File: config.mk
export PLATFORM = sky130hd
export DESIGN_NAME = falafel_config_regfile
export DESIGN_NICKNAME = d
export VERILOG_FILES = /design/src/rtl/falafel_pkg.sv /design/src/rtl/falafel_cfg_strb_reg.sv /design/src/rtl/falafel_config_regfile.sv
export SDC_FILE = /design/constraint.sdc
export NUM_CORES = 1
export LEC_CHECK = 0
export CAP_MARGIN = 40
export CORE_ASPECT_RATIO = 1.2
export CORE_MARGIN = 1
export CORE_UTILIZATION = 45
export CTS_BUF_LIST = sky130_fd_sc_hd__clkbuf_4
export DETAILED_ROUTE_END_ITERATION = 8
export GPL_TIMING_DRIVEN = 0
export PLACE_DENSITY_LB_ADDON = 0.3
export SYNTH_ARGS = -nofsm -noshare
export SYNTH_HDL_FRONTEND = slang
export SYNTH_SLANG_ARGS = --single-unit
File: constraint.sdc
create_clock -name clk_i -period 5.7 [get_ports clk_i]
set_clock_uncertainty 0.15 [all_clocks]
set_input_delay 0.855 -clock clk_i [delete_from_list [all_inputs] [get_ports clk_i]]
set_output_delay 0.855 -clock clk_i [all_outputs]
set_load 0.03 [all_outputs]
File: src/rtl/falafel_pkg.sv
`default_nettype none
// ============================================================================
// Module   : falafel_pkg
// Purpose  : Shared types, register bit positions and strobe-merge helper.
// Revision : 1.0
// ============================================================================
package falafel_pkg;

    typedef enum logic [0:0] {
        CFG_IDLE = 1'b0,
        CFG_RESP = 1'b1
    } cfg_fsm_e;

    localparam int CTRL_COMMIT_BIT = 0;
    localparam int CTRL_LOCK_BIT   = 1;
    localparam int STAT_PEND_BIT   = 0;
    localparam int STAT_LOCK_BIT   = 1;
    localparam int STAT_ERR_BIT    = 2;

    // Widest register the merge helper supports; callers extend and truncate.
    localparam int CFG_MAX_W      = 1024;
    localparam int CFG_MAX_STRB_W = CFG_MAX_W / 8;

    function automatic logic [CFG_MAX_W-1:0] cfg_strb_merge(
        input logic [CFG_MAX_W-1:0]      old_val,
        input logic [CFG_MAX_W-1:0]      new_val,
        input logic [CFG_MAX_STRB_W-1:0] strb
    );
        logic [CFG_MAX_W-1:0] merged;
        merged = old_val;
        for (int b = 0; b < CFG_MAX_STRB_W; b++) begin
            if (strb[b]) begin
                merged[b*8 +: 8] = new_val[b*8 +: 8];
            end
        end
        return merged;
    endfunction

endpackage
`default_nettype wire

File: src/rtl/falafel_cfg_strb_reg.sv
`default_nettype none
// ============================================================================
// Module   : falafel_cfg_strb_reg
// Purpose  : One DATA_W register with per-byte write enables.
// Revision : 1.0
// ============================================================================
module falafel_cfg_strb_reg
    import falafel_pkg::*;
#(
    parameter int DATA_W = 64
) (
    input  logic                clk_i,
    input  logic                rst_ni,
    input  logic                we,
    input  logic [DATA_W-1:0]   wdata,
    input  logic [DATA_W/8-1:0] strb,
    output logic [DATA_W-1:0]   q
);

    logic [DATA_W-1:0] r_q;

    always_ff @(posedge clk_i or negedge rst_ni) begin
        if (!rst_ni) begin
            r_q <= '0;
        end else if (we) begin
            r_q <= DATA_W'(cfg_strb_merge(CFG_MAX_W'(r_q), CFG_MAX_W'(wdata),
                                          CFG_MAX_STRB_W'(strb)));
        end
    end

    assign q = r_q;

endmodule
`default_nettype wire

File: src/rtl/falafel_config_regfile.sv
`default_nettype none
// ============================================================================
// Module   : falafel_config_regfile
// Purpose  : Shadow/active config register file with commit-on-idle and lock.
// Revision : 1.0
// ============================================================================
module falafel_config_regfile
    import falafel_pkg::*;
#(
    parameter int DATA_W  = 64,
    parameter int NUM_CFG = 4,
    parameter int IDX_W   = $clog2(NUM_CFG + 2)
) (
    input  logic                      clk_i,
    input  logic                      rst_ni,
    input  logic                      req_valid_i,
    output logic                      req_ready_o,
    input  logic                      req_write_i,
    input  logic [DATA_W-1:0]         req_addr_i,
    input  logic [DATA_W-1:0]         req_data_i,
    input  logic [DATA_W/8-1:0]       req_strb_i,
    output logic                      rsp_valid_o,
    input  logic                      rsp_ready_i,
    output logic [DATA_W-1:0]         rsp_data_o,
    output logic                      rsp_err_o,
    input  logic                      idle_i,
    output logic [NUM_CFG*DATA_W-1:0] config_o,
    output logic                      config_update_o
);

    localparam int              C_BYTE_OFF = $clog2(DATA_W / 8);
    localparam int              C_WORD_W   = DATA_W - C_BYTE_OFF;
    localparam logic [IDX_W-1:0] C_CTRL_IDX = IDX_W'(NUM_CFG);
    localparam logic [IDX_W-1:0] C_STAT_IDX = IDX_W'(NUM_CFG + 1);

    cfg_fsm_e            r_state;
    cfg_fsm_e            w_state_nxt;
    logic [C_WORD_W-1:0] w_word;
    logic [IDX_W-1:0]    w_idx;
    logic                w_upper;
    logic                w_is_shadow;
    logic                w_is_ctrl;
    logic                w_is_stat;
    logic                w_range_err;
    logic                w_accept;
    logic                w_req_err;
    logic                w_wr_ok;
    logic                w_ctrl_commit;
    logic                w_ctrl_lock;
    logic                w_stat_rd;
    logic                w_commit_fire;
    logic [DATA_W-1:0]   w_rdata;
    logic [DATA_W-1:0]   w_shadow [NUM_CFG];
    logic [DATA_W-1:0]   r_active [NUM_CFG];
    logic                r_pending;
    logic                r_locked;
    logic                r_err_sticky;
    logic                r_cfg_update;
    logic [DATA_W-1:0]   r_rsp_data;
    logic                r_rsp_err;

    // Any set bit above the index field makes the address illegal.
    assign w_word  = req_addr_i[DATA_W-1:C_BYTE_OFF];
    assign w_idx   = w_word[IDX_W-1:0];
    assign w_upper = |w_word[C_WORD_W-1:IDX_W];

    generate
        if (C_BYTE_OFF > 0) begin : g_addr_lsb
            logic w_unused_addr_lsb;
            assign w_unused_addr_lsb = ^req_addr_i[C_BYTE_OFF-1:0];
        end
    endgenerate

    assign w_is_shadow = ~w_upper & (w_idx < C_CTRL_IDX);
    assign w_is_ctrl   = ~w_upper & (w_idx == C_CTRL_IDX);
    assign w_is_stat   = ~w_upper & (w_idx == C_STAT_IDX);
    assign w_range_err = ~(w_is_shadow | w_is_ctrl | w_is_stat);

    assign w_accept  = req_valid_i & (r_state == CFG_IDLE);
    assign w_req_err = w_range_err
                     | (req_write_i & (w_is_stat
                                       | ((w_is_shadow | w_is_ctrl) & r_locked)
                                       | (w_is_shadow & r_pending)));
    assign w_wr_ok       = w_accept & req_write_i & ~w_req_err;
    assign w_ctrl_commit = w_wr_ok & w_is_ctrl & req_data_i[CTRL_COMMIT_BIT];
    assign w_ctrl_lock   = w_wr_ok & w_is_ctrl & req_data_i[CTRL_LOCK_BIT];
    assign w_stat_rd     = w_accept & ~req_write_i & w_is_stat;
    assign w_commit_fire = r_pending & idle_i;

    generate
        for (genvar k = 0; k < NUM_CFG; k++) begin : g_shadow
            falafel_cfg_strb_reg #(
                .DATA_W (DATA_W)
            ) u_reg (
                .clk_i  (clk_i),
                .rst_ni (rst_ni),
                .we     (w_wr_ok & w_is_shadow & (w_idx == IDX_W'(k))),
                .wdata  (req_data_i),
                .strb   (req_strb_i),
                .q      (w_shadow[k])
            );
            assign config_o[k*DATA_W +: DATA_W] = r_active[k];
        end
    endgenerate

    always_comb begin
        w_rdata = '0;
        if (!req_write_i) begin
            if (w_is_shadow) begin
                for (int k = 0; k < NUM_CFG; k++) begin
                    if (w_idx == IDX_W'(k)) begin
                        w_rdata = w_shadow[k];
                    end
                end
            end else if (w_is_ctrl) begin
                w_rdata[CTRL_COMMIT_BIT] = r_pending;
                w_rdata[CTRL_LOCK_BIT]   = r_locked;
            end else if (w_is_stat) begin
                w_rdata[STAT_PEND_BIT] = r_pending;
                w_rdata[STAT_LOCK_BIT] = r_locked;
                w_rdata[STAT_ERR_BIT]  = r_err_sticky;
            end
        end
    end

    // A commit request arriving while one is outstanding merges into it.
    always_ff @(posedge clk_i or negedge rst_ni) begin
        if (!rst_ni) begin
            r_pending    <= 1'b0;
            r_locked     <= 1'b0;
            r_err_sticky <= 1'b0;
            r_cfg_update <= 1'b0;
            for (int k = 0; k < NUM_CFG; k++) begin
                r_active[k] <= '0;
            end
        end else begin
            r_pending    <= (r_pending & ~w_commit_fire) | (w_ctrl_commit & ~r_pending);
            r_locked     <= r_locked | w_ctrl_lock;
            r_cfg_update <= w_commit_fire;
            if (w_accept & w_req_err) begin
                r_err_sticky <= 1'b1;
            end else if (w_stat_rd) begin
                r_err_sticky <= 1'b0;
            end
            if (w_commit_fire) begin
                for (int k = 0; k < NUM_CFG; k++) begin
                    r_active[k] <= w_shadow[k];
                end
            end
        end
    end

    always_ff @(posedge clk_i or negedge rst_ni) begin
        if (!rst_ni) begin
            r_state    <= CFG_IDLE;
            r_rsp_data <= '0;
            r_rsp_err  <= 1'b0;
        end else begin
            r_state <= w_state_nxt;
            if (w_accept) begin
                r_rsp_data <= w_rdata;
                r_rsp_err  <= w_req_err;
            end
        end
    end

    always_comb begin
        w_state_nxt = r_state;
        req_ready_o = 1'b0;
        rsp_valid_o = 1'b0;
        case (r_state)
            CFG_IDLE: begin
                req_ready_o = 1'b1;
                if (req_valid_i) begin
                    w_state_nxt = CFG_RESP;
                end
            end
            CFG_RESP: begin
                rsp_valid_o = 1'b1;
                if (rsp_ready_i) begin
                    w_state_nxt = CFG_IDLE;
                end
            end
            default: w_state_nxt = CFG_IDLE;
        endcase
    end

    assign rsp_data_o      = r_rsp_data;
    assign rsp_err_o       = r_rsp_err;
    assign config_update_o = r_cfg_update;

endmodule
`default_nettype wire

# Word level (Yosys, flattened, before mapping)
# Index checks and enable logic that the tools add are counted.
dict set report word_totals {
  ff_bits 582
  in_bits 142
  output_inout_bits 324
  word_cells 138
}
dict set report classes {
  magnitude_cmp 1
  eq_ne 5
  mux 17
  bitwise 37
  n_reduce_logical 35
}
# cell count
set ops {}
lappend ops {{2-to-1 mux 64 bit} 5}
lappend ops {{AND reduction 2 bit} 32}
lappend ops {{2-to-1 mux 61 bit} 1}
lappend ops {{OR reduction 58 bit} 1}
lappend ops {{AND 1 bit} 23}
lappend ops {{2-to-1 mux 1 bit} 7}
lappend ops {{NOT 1 bit} 7}
lappend ops {{bitwise OR 1 bit} 7}
lappend ops {{== test 3 x 2 -> 1 bit, second input constant} 2}
lappend ops {{== test 3 bit, second input constant} 2}
lappend ops {{2-to-1 mux 3 bit} 2}
lappend ops {{== test 3 x 1 -> 1 bit, second input constant} 1}
lappend ops {{logical NOT 3 bit} 1}
lappend ops {{less-than comparator 3 bit, second input constant} 1}
lappend ops {{2-to-1 mux 2 bit} 1}
lappend ops {{one-hot mux 1 bit (2 select lines)} 1}
lappend ops {{nonzero test 2 bit} 1}

# Depth between registers and ports, before layout
dict set report depth {
  ltp_word 15
  ltp_mapped 8
  depth_no_buf 5
}

# Modules after synthesis
# Synthesis repeated with hierarchy kept, for this count alone.
dict set report unflattened {
  hier_cells 1565
  hier_area_um2 23491.3
}
# module instances cells_each area_each_um2 seq_area_each_um2
set by_module_without_submodules {}
lappend by_module_without_submodules {falafel_config_regfile 1 1017 13957.1 8157.8}
lappend by_module_without_submodules {falafel_cfg_strb_reg 4 137 2383.5 1601.5}

# Worst setup path after synthesis
# No wires, ideal clock.
dict set report synth_timing {
  path_kind {input -> register}
  startpoint {in req_addr_i[7]}
  endpoint {reg g_shadow[2].u_reg.r_q[56]}
  setup_ps 125
  t_arrival_ps 2537
  t_required_ps 5425
  path_slack_ps 2889
  path_stages 7
  n_path_buf 2
  cell_sequence {nor4_1 > nand4_1 > nor3_1 > buf_4 > buf_2 > nand4_4 > mux2_2}
}
dict set report synth_via {
  elab_chain_cells 14
  word_cells_on_any_way 19
  classes_between {17 x bitwise; 2 x reduce/logical}
}
# element line_no
set synth_rtl {}
lappend synth_rtl {{start: declaration} falafel_config_regfile.sv:19} ;# input logic [DATA_W-1:0] req_addr_i,
lappend synth_rtl {{OR reduction 58 bit (*)} falafel_config_regfile.sv:65} ;# assign w_upper = |w_word[C_WORD_W-1:IDX_W];
lappend synth_rtl {{NOT 1 bit (*)} {falafel_config_regfile.sv:74, falafel_config_regfile.sv:75, falafel_config_regfile.sv:76}}
lappend synth_rtl {{AND 1 bit, on equally long branches} {falafel_config_regfile.sv:74, falafel_config_regfile.sv:75}}
lappend synth_rtl {{bitwise OR 1 bit} {falafel_config_regfile.sv:77, falafel_config_regfile.sv:82}}
lappend synth_rtl {{AND 1 bit} falafel_config_regfile.sv:82} ;# | ((w_is_shadow | w_is_ctrl) & r_locked)
lappend synth_rtl {{bitwise OR 1 bit} falafel_config_regfile.sv:82}
lappend synth_rtl {{bitwise OR 1 bit} falafel_config_regfile.sv:83} ;# | (w_is_shadow & r_pending)));
lappend synth_rtl {{AND 1 bit} falafel_config_regfile.sv:81} ;# | (req_write_i & (w_is_stat
lappend synth_rtl {{bitwise OR 1 bit} falafel_config_regfile.sv:81}
lappend synth_rtl {{NOT 1 bit} falafel_config_regfile.sv:84} ;# assign w_wr_ok = w_accept & req_write_i & ~w_req_err;
lappend synth_rtl {{AND 1 bit} falafel_config_regfile.sv:84}
lappend synth_rtl {{AND 1 bit (*) (2 in a row)} falafel_config_regfile.sv:97} ;# .we (w_wr_ok & w_is_shadow & (w_idx == IDX_W'(k))),
lappend synth_rtl {{AND reduction 2 bit (no line) (*)} --}
lappend synth_rtl {{end signal: assignment} falafel_cfg_strb_reg.sv:26} ;# r_q <= DATA_W'(cfg_strb_merge(CFG_MAX_W'(r_q), CFG_MAX_W'(wdata),
lappend synth_rtl {{end: declaration} falafel_cfg_strb_reg.sv:20} ;# logic [DATA_W-1:0] r_q;
# Every way passes the cells marked *; elsewhere a longest branch is shown, timed or not.
# A chain may end at the register's enable or synchronous reset.

# Final worst setup path
dict set report layout_timing {
  startpoint {in req_addr_i[3]}
  endpoint {reg r_rsp_data[23] (netlist: rsp_data_o[23])}
}
dict set report layout_via {
  elab_chain_cells 7
  word_cells_on_any_way 12
  classes_between {1 x order compare; 3 x eq/ne; 6 x mux; 1 x bitwise; 1 x reduce/logical}
}
# element line_no
set layout_rtl {}
lappend layout_rtl {{logical NOT 3 bit} falafel_config_regfile.sv:111} ;# if (w_idx == IDX_W'(k)) begin
lappend layout_rtl {{2-to-1 mux 64 bit (4 in a row)} falafel_config_regfile.sv:111}
lappend layout_rtl {{2-to-1 mux 61 bit (*)} falafel_config_regfile.sv:109} ;# if (w_is_shadow) begin
lappend layout_rtl {{2-to-1 mux 64 bit (*)} falafel_config_regfile.sv:108} ;# if (!req_write_i) begin
lappend layout_rtl {{end signal: assignment} falafel_config_regfile.sv:161} ;# r_rsp_data <= w_rdata;
lappend layout_rtl {{end: declaration} falafel_config_regfile.sv:59} ;# logic [DATA_W-1:0] r_rsp_data;
# Marked as above.

==> impl_results.md <==
- Outcome: completed
- Design area: 0.0317 mm2
- Vias per cell: 5.44
- Hold violation count in the final report: 0
- Die Area: 0.0547 mm2
- Initial antenna violation count: 13
- Slew Viols, Final: 0
- Hold WS: 0.248 ns
- Final setup margin: 2.45 ns
- Yosys Warn Count: 0
- Hold Path Class: in -> async
- Post-DP Area: 0.0300 mm2
- Residual DRC: 0
- CTS tree: done
- Global Route Usage Sum: 28.2%
- Iteration-0 DRC count of the detailed router: 890
- Initial Utilization: 45.8%
- Rel. slew slack: 37.2%
- Fin crit share: 57.0%
- Maximum vdd drop: 0.163 mV
- Routed wire length: 75,300 um
- H-tree depth: 4
- Worst Path Arrival: 3.84 ns
- Die Width: 214 um
- DIE HEIGHT: 256 um
- Iteration count of the initial detailed-routing pass: 5
- Port bufs: 461
- Area Overhead vs Synth: 31.1%
- Sequential area share after synthesis: 60.2%
- Crit path cell chain: clkdlybuf4s50_1, buf_1, clkbuf_1, buf_6, nand2_1, clkbuf_1, o221ai_1, o21ai_0
- Yosys cell types: 37
- Cell Area, Synth: 0.0242 mm2
- Clk Latency, worst-skew pair: 0.92 ns
- Synth Flop Type: dfrtp_1
- Sum Neg Setup Slack: 0 ns
- Area of the multi-input gates: 0.00920 mm2
- Max cap viols: 0
- Async set-or-reset flop fraction in the synthesized netlist: 100%
- Leak pwr: 15.7 nW
- Largest net degree at the start of global routing: 125
- Layout Cells excl Fill: 3,024
- Clk buf depth: 3
- Reg area: 0.0146 mm2
- Worst setup SP type: input port
- CP peak stage delay: 0.54 ns
- Routed vias: 16,500
- Ports: 466
- Pwr Total: 7.95 mW
- Synth Instances: 1,600
- CORE AREA: 0.0528 mm2
- Final core occ: 60.1%
- CP endpoint kind: flip-flop
- GPL Wtd Cong: 0.864
- Commonest non-fill, non-tap cell in the layout: dfrtp_1
- Cell mode on critical path: clkbuf_1
- First-pass GRT wire length: 113,000 um
- Kind of critical path: in -> reg
- Hold_buf cts: 1
- Power density cells: 251 mW/mm2
- Dpl cells: 2,784
- RSZ-0062 raised after global routing: false
- Vias in the first global route: 18,100
- Post-CTS Setup Bufs: 0
- Wire per inst: 24.9 um
- Average instance area after synthesis: 15.1 um2
- Grt ovf: 0
- Clock transition time at the flip-flop clock pins of the worst setup and hold paths: 0.07 ns
- CP max stage cell: clkdlybuf4s50_1
- Highest-count cells in the layout ignoring fill and taps: 582 x dfrtp_1, 544 x mux2_2, 460 x clkdlybuf4s50_1
- HPWL after detailed placement: 53,600 um
- Total CTS buffers: 147
- Syn nets: 1,742
- Clk Tree Root Cell: clkbuf_4
- CP max FO: 10
- Post-Place Setup Slack: 1.47 ns
- Worst-margin pin slew: 0.941 ns
- #FFs+latches synth: 582
- Share of cells above drive strength 1: 37.4%
- Post-route ant nets: 0
- Resized cells post-CTS: 0
- Achievable Freq: 308 MHz
- Data required time at the worst endpoint: 6.29 ns
- Final Setup Violations: 0
- FP Rows: 92
- Fill count: 4,175
- Clock Sinks: 582
- Fin crit period: 3.25 ns
- Post-synth EDFFs: 0
- Final layout net count: 2,371
==> kinds of logic (layout without fill, tap and decap cells) <==
logic type             count (synthesis)  count (layout)  share of synthesized area (%)
flip-flops                           582             582                           60.2
multiplexers                         580             580                           27.7
AND/OR/NAND/NOR                      178             178                           5.79
AO/OA/AOI/OAI                        163             163                           4.54
buffers and inverters                 97             811                           1.83
other                                  0               5                              0
==> worst max-delay path, delay by kind of cell <==
| kind | cells | cell delay (ns) |
|---|---|---|
| AO/OA/AOI/OAI | 2 | 0.44 |
| buffers and inverters | 5 | 2.11 |
| AND/OR/NAND/NOR | 1 | 0.43 |
==> final timing paths <==
path | from | endpoint | slack [ns] | cells past startpoint
worst min-delay path | rst_ni | config_o[220] | 0.25 | 2
max in group asynchronous | rst_ni | g_shadow[3].u_reg.q[63] | 3.21 | 5
worst max register to register | r_state | rsp_data_o[7] | 2.59 | 6
min in group clk_i | rsp_data_o[1] | rsp_data_o[1] | 0.33 | 2
worst max-delay path | req_addr_i[3] | rsp_data_o[23] | 2.45 | 8
worst min register to register | rsp_data_o[1] | rsp_data_o[1] | 0.33 | 2
==> layout make-up <==
| cell class | instances | area share [%] |
|---|---|---|
| multi-input cells | 921 | 29.0 |
| repair buffers | 480 | 15.5 |
| inverters | 4 | 0.0473 |
| clock inverters | 32 | 0.647 |
| flip-flops and latches | 582 | 45.9 |
| diodes | 5 | 0.0394 |
| well taps | 705 | 2.78 |
| plain buffers | 93 | 1.35 |
| clock buffers | 202 | 4.78 |
==> cells in the mapped netlist (2+ instances only) <==
| master | instances | area (um2) |
|---|---|---|
| o221ai_1 | 28 | 245 |
| clkbuf_1 | 68 | 255 |
| a21oi_1 | 2 | 10.0 |
| a211o_1 | 28 | 245 |
| inv_1 | 4 | 15.0 |
| nor3_1 | 3 | 15.0 |
| mux2_2 | 544 | 6130 |
| nor2_1 | 4 | 15.0 |
| mux2_4 | 32 | 480 |
| nand4_1 | 3 | 18.8 |
| o41ai_1 | 4 | 35.0 |
| nand4_2 | 2 | 25.0 |
| nand4_4 | 30 | 638 |
| mux4_2 | 4 | 90.1 |
| nor2b_1 | 37 | 231 |
| o22ai_1 | 32 | 200 |
| dfrtp_1 | 582 | 14600 |
| buf_2 | 6 | 30.0 |
| and2b_1 | 3 | 22.5 |
| buf_4 | 4 | 30.0 |
| a22oi_1 | 2 | 15.0 |
| nor4_1 | 14 | 87.6 |
| buf_12 | 3 | 60.1 |
| nand3_1 | 4 | 20.0 |
| nand2_1 | 70 | 263 |
| buf_1 | 11 | 41.3 |
| o21ai_0 | 64 | 320 |
| nand2b_1 | 3 | 18.8 |
==> layer usage <==
metal	up-vias	part of all wire [%]	global-route usage, %
li1	7203	-	-
met3	147	7.0	8.81
met2	564	51	47.6
met1	8518	39	33.1
met5	-	0.17	0
met4	18	3.1	11.0
==> power breakdown <==
| part | switching, mW | internal (mW) |
|---|---|---|
| clock | 1.69 | 1.72 |
| sequential | 0.00286 | 4.13 |
| combinational | 0.262 | 0.149 |
| total | 1.95 | 6.00 |
Note: power is estimated with default switching activity, not from simulation.
==> RTL edit: new RTL, same flow settings <==
Reset style: synchronous (`rst_ni`), changed in 3 clocked blocks.
--- a/src/rtl/falafel_cfg_strb_reg.sv
+++ b/src/rtl/falafel_cfg_strb_reg.sv
@@ -21,3 +21,3 @@
 
-    always_ff @(posedge clk_i or negedge rst_ni) begin
+    always_ff @(posedge clk_i) begin
         if (!rst_ni) begin
--- a/src/rtl/falafel_config_regfile.sv
+++ b/src/rtl/falafel_config_regfile.sv
@@ -126,3 +126,3 @@
     // A commit request arriving while one is outstanding merges into it.
-    always_ff @(posedge clk_i or negedge rst_ni) begin
+    always_ff @(posedge clk_i) begin
         if (!rst_ni) begin
@@ -152,3 +152,3 @@
 
-    always_ff @(posedge clk_i or negedge rst_ni) begin
+    always_ff @(posedge clk_i) begin
         if (!rst_ni) begin
Check against the original RTL: not settled (the Yosys comparison gave no result); the edit may change what the design does.
==> RTL edit against the original RTL <==
- via count rose by 7.5%
- final cell count rose by 10%
- largest power group unchanged
- sequential cell count did not move
- final area fell by 2.5%
- routed wire length rose by 2.4%
- power rose by 11%
- die area fell by 3.4%
- largest cell class unchanged
- critical endpoint is now rsp_data_o[40]$_SDFFE_PN0P_
- count of clock-buffer cells in the layout rose by 21
- setup slack got worse by 0.79 ns
- non-clock buffer count rose by 17
- critical path type unchanged
- synthesized area fell by 3.5%
- fmax fell by 19%
==> RTL edit: results (changes against the original RTL) <==
Final layout
  • Layout Nets: 2649 (was 2371)
  • Share of post-route cells with drive strength above 1: 0.1386 (was 0.3738)
  • Filler cells: 4142 (was 4175)

Logic synthesis
  • Synth area leaders: edfxtp_1, dfxtp_1, mux2i_1, nand2_1, and2_1 (was dfrtp_1, mux2_2, nand4_4, mux2_4, o21ai_0)
  • Async SR Flop Fraction: 0 (was 1.000)
  • Syn Nets: 2029 (was 1742)
  • Distinct cells, synth: 34 (was 37)
  • Commonest cells in the netlist: nand2_1, dfxtp_1, and2_1 (was dfrtp_1, mux2_2, nand2_1)
  • Sequential area share after synthesis: 0.6084 (was 0.6017)
  • Post-synth EDFFs: 256 (was 0)
  • Top FF cell, synth: dfxtp_1 (was dfrtp_1)

Placement
  • Port buffer count: 460 (was 461)
  • Post-detail-place hpwl: 55.13 mm (was 53.64 mm)
  • RD Place Congestion: 0.8963 (was 0.8640)

Critical path
  • Critical R2R Capture: g_shadow[1].u_reg.q[55]$_SDFFE_PN0P_ (was rsp_data_o[7]$_DFFE_PN0P_)
  • R2r setup slk: 3.25 ns (was 2.59 ns)

Routing
  • Initial DRC Count: 975 (was 890)
  • Wirelength per Cell: 23.13 um (was 24.89 um)
  • DR vias/cell: 5.309 (was 5.440)

GRT
  • Global-route usage over all layers: 0.2908 (was 0.2818)
  • First-pass GRT wire length: 112.2 mm (was 113.0 mm)
  • Vias in the first global route: 18.07k (was 18.09k)
  • Largest net degree at the start of global routing: 110 (was 125)

Power
  • Clk pwr share: 0.406 (was 0.428)
  • Internal: 0.006609 W (was 0.005998 W)
  • Peak supply drop: 0.1584 mV (was 0.1625 mV)

Worst hold path
  • Worst hold path class: register to register (was primary input to asynchronous set/reset pin)
  • Hold Path Stages: 2

STA
  • Slew headroom: 0.3645 (was 0.3724)

Status
  • Status: complete, no violations (unchanged)

CTS
  • CTS buffer count: 146 (was 147)
RTL edit: cell count changes in the layout (fill, tap and decap cells not counted), sizes merged, moves of 25 or more:
cell	change
o22ai	-32
and2	+256
o221ai	-28
mux2	-576
dfxtp	+326
nand2	+379
clkbuf	+38
nor2b	-25
mux2i	+256
edfxtp	+256
mux4	+60
dfrtp	-582
a211o	-28
RTL edit: worst max-delay path by stage:
| stage | from | endpoint | slack [ns] | cells past startpoint |
|---|---|---|---|---|
| floorplan | rst_ni | r_active[0][0]$_SDFFCE_PN0P_ | 0.32 | 4 |
| global placement | rst_ni | r_active[1][40]$_SDFFCE_PN0P_ | -2.82 | 5 |
| detailed placement | req_addr_i[62] | rsp_data_o[56]$_SDFFE_PN0P_ | 0.79 | 8 |
| CTS | req_addr_i[62] | rsp_data_o[55]$_SDFFE_PN0P_ | 1.74 | 8 |
| global route | req_addr_i[62] | rsp_data_o[56]$_SDFFE_PN0P_ | 1.54 | 8 |
| finish | req_addr_i[62] | rsp_data_o[40]$_SDFFE_PN0P_ | 1.67 | 8 |
RTL edit: per-layer routing:
| layer | global-route usage | vias to the layer above | routed length, um |
|---|---|---|---|
| li1 | - | 7939 | - |
| met2 | 0.4896 | 909 | 38390 |
| met1 | 0.3519 | 8666 | 29380 |
| met4 | 0.1276 | 10 | 2470 |
| met5 | 0 | - | 69 |
| met3 | 0.07394 | 165 | 6750 |
RTL edit: final cells by class:
type | instances | area (um^2) | share of cell area
Sequential cell | 582 | 14210 | 0.4592
Multi-Input combinational cell | 1182 | 8610 | 0.2782
Timing Repair Buffer | 472 | 4770 | 0.1541
Clock buffer | 223 | 1674 | 0.05409
Tap cell | 697 | 872.1 | 0.02818
Buffer | 118 | 538.0 | 0.01738
Clock inverter | 44 | 232.7 | 0.007519
Antenna cell | 9 | 22.52 | 0.0007277
Inverter | 5 | 18.77 | 0.0006064
RTL edit: metrics by stage:
step           worst slack [ns]  utilization  setup TNS [ns]  hold slack, ns  cells
2_1_floorplan            0.3196            -               0          0.2900   1887
6_report                  1.666       0.6027               0          0.3072   3332
3_3_place_gp             -2.825       0.5617         -717.50          0.2883   3044
5_1_grt                   1.538       0.6026               0          0.3330   3330
3_5_place_dp             0.7865       0.5652               0          0.2941   3056
4_1_cts                   1.742       0.6023               0          0.3098   3323
RTL edit: cell families after synthesis:
logic type,synth area share
buf+inv,0.02383
simple gates,0.1781
compound gates,0.01837
flops,0.6084
mux,0.1714
RTL edit: critical path: stages:
cell,delay (ns)
clkdlybuf4s50_1,0.57
nor4_1,0.61
buf_2,0.30
nand4_1,0.28
nor3_2,0.57
nand3_1,0.72
clkbuf_1,0.47
o21ai_0,0.29
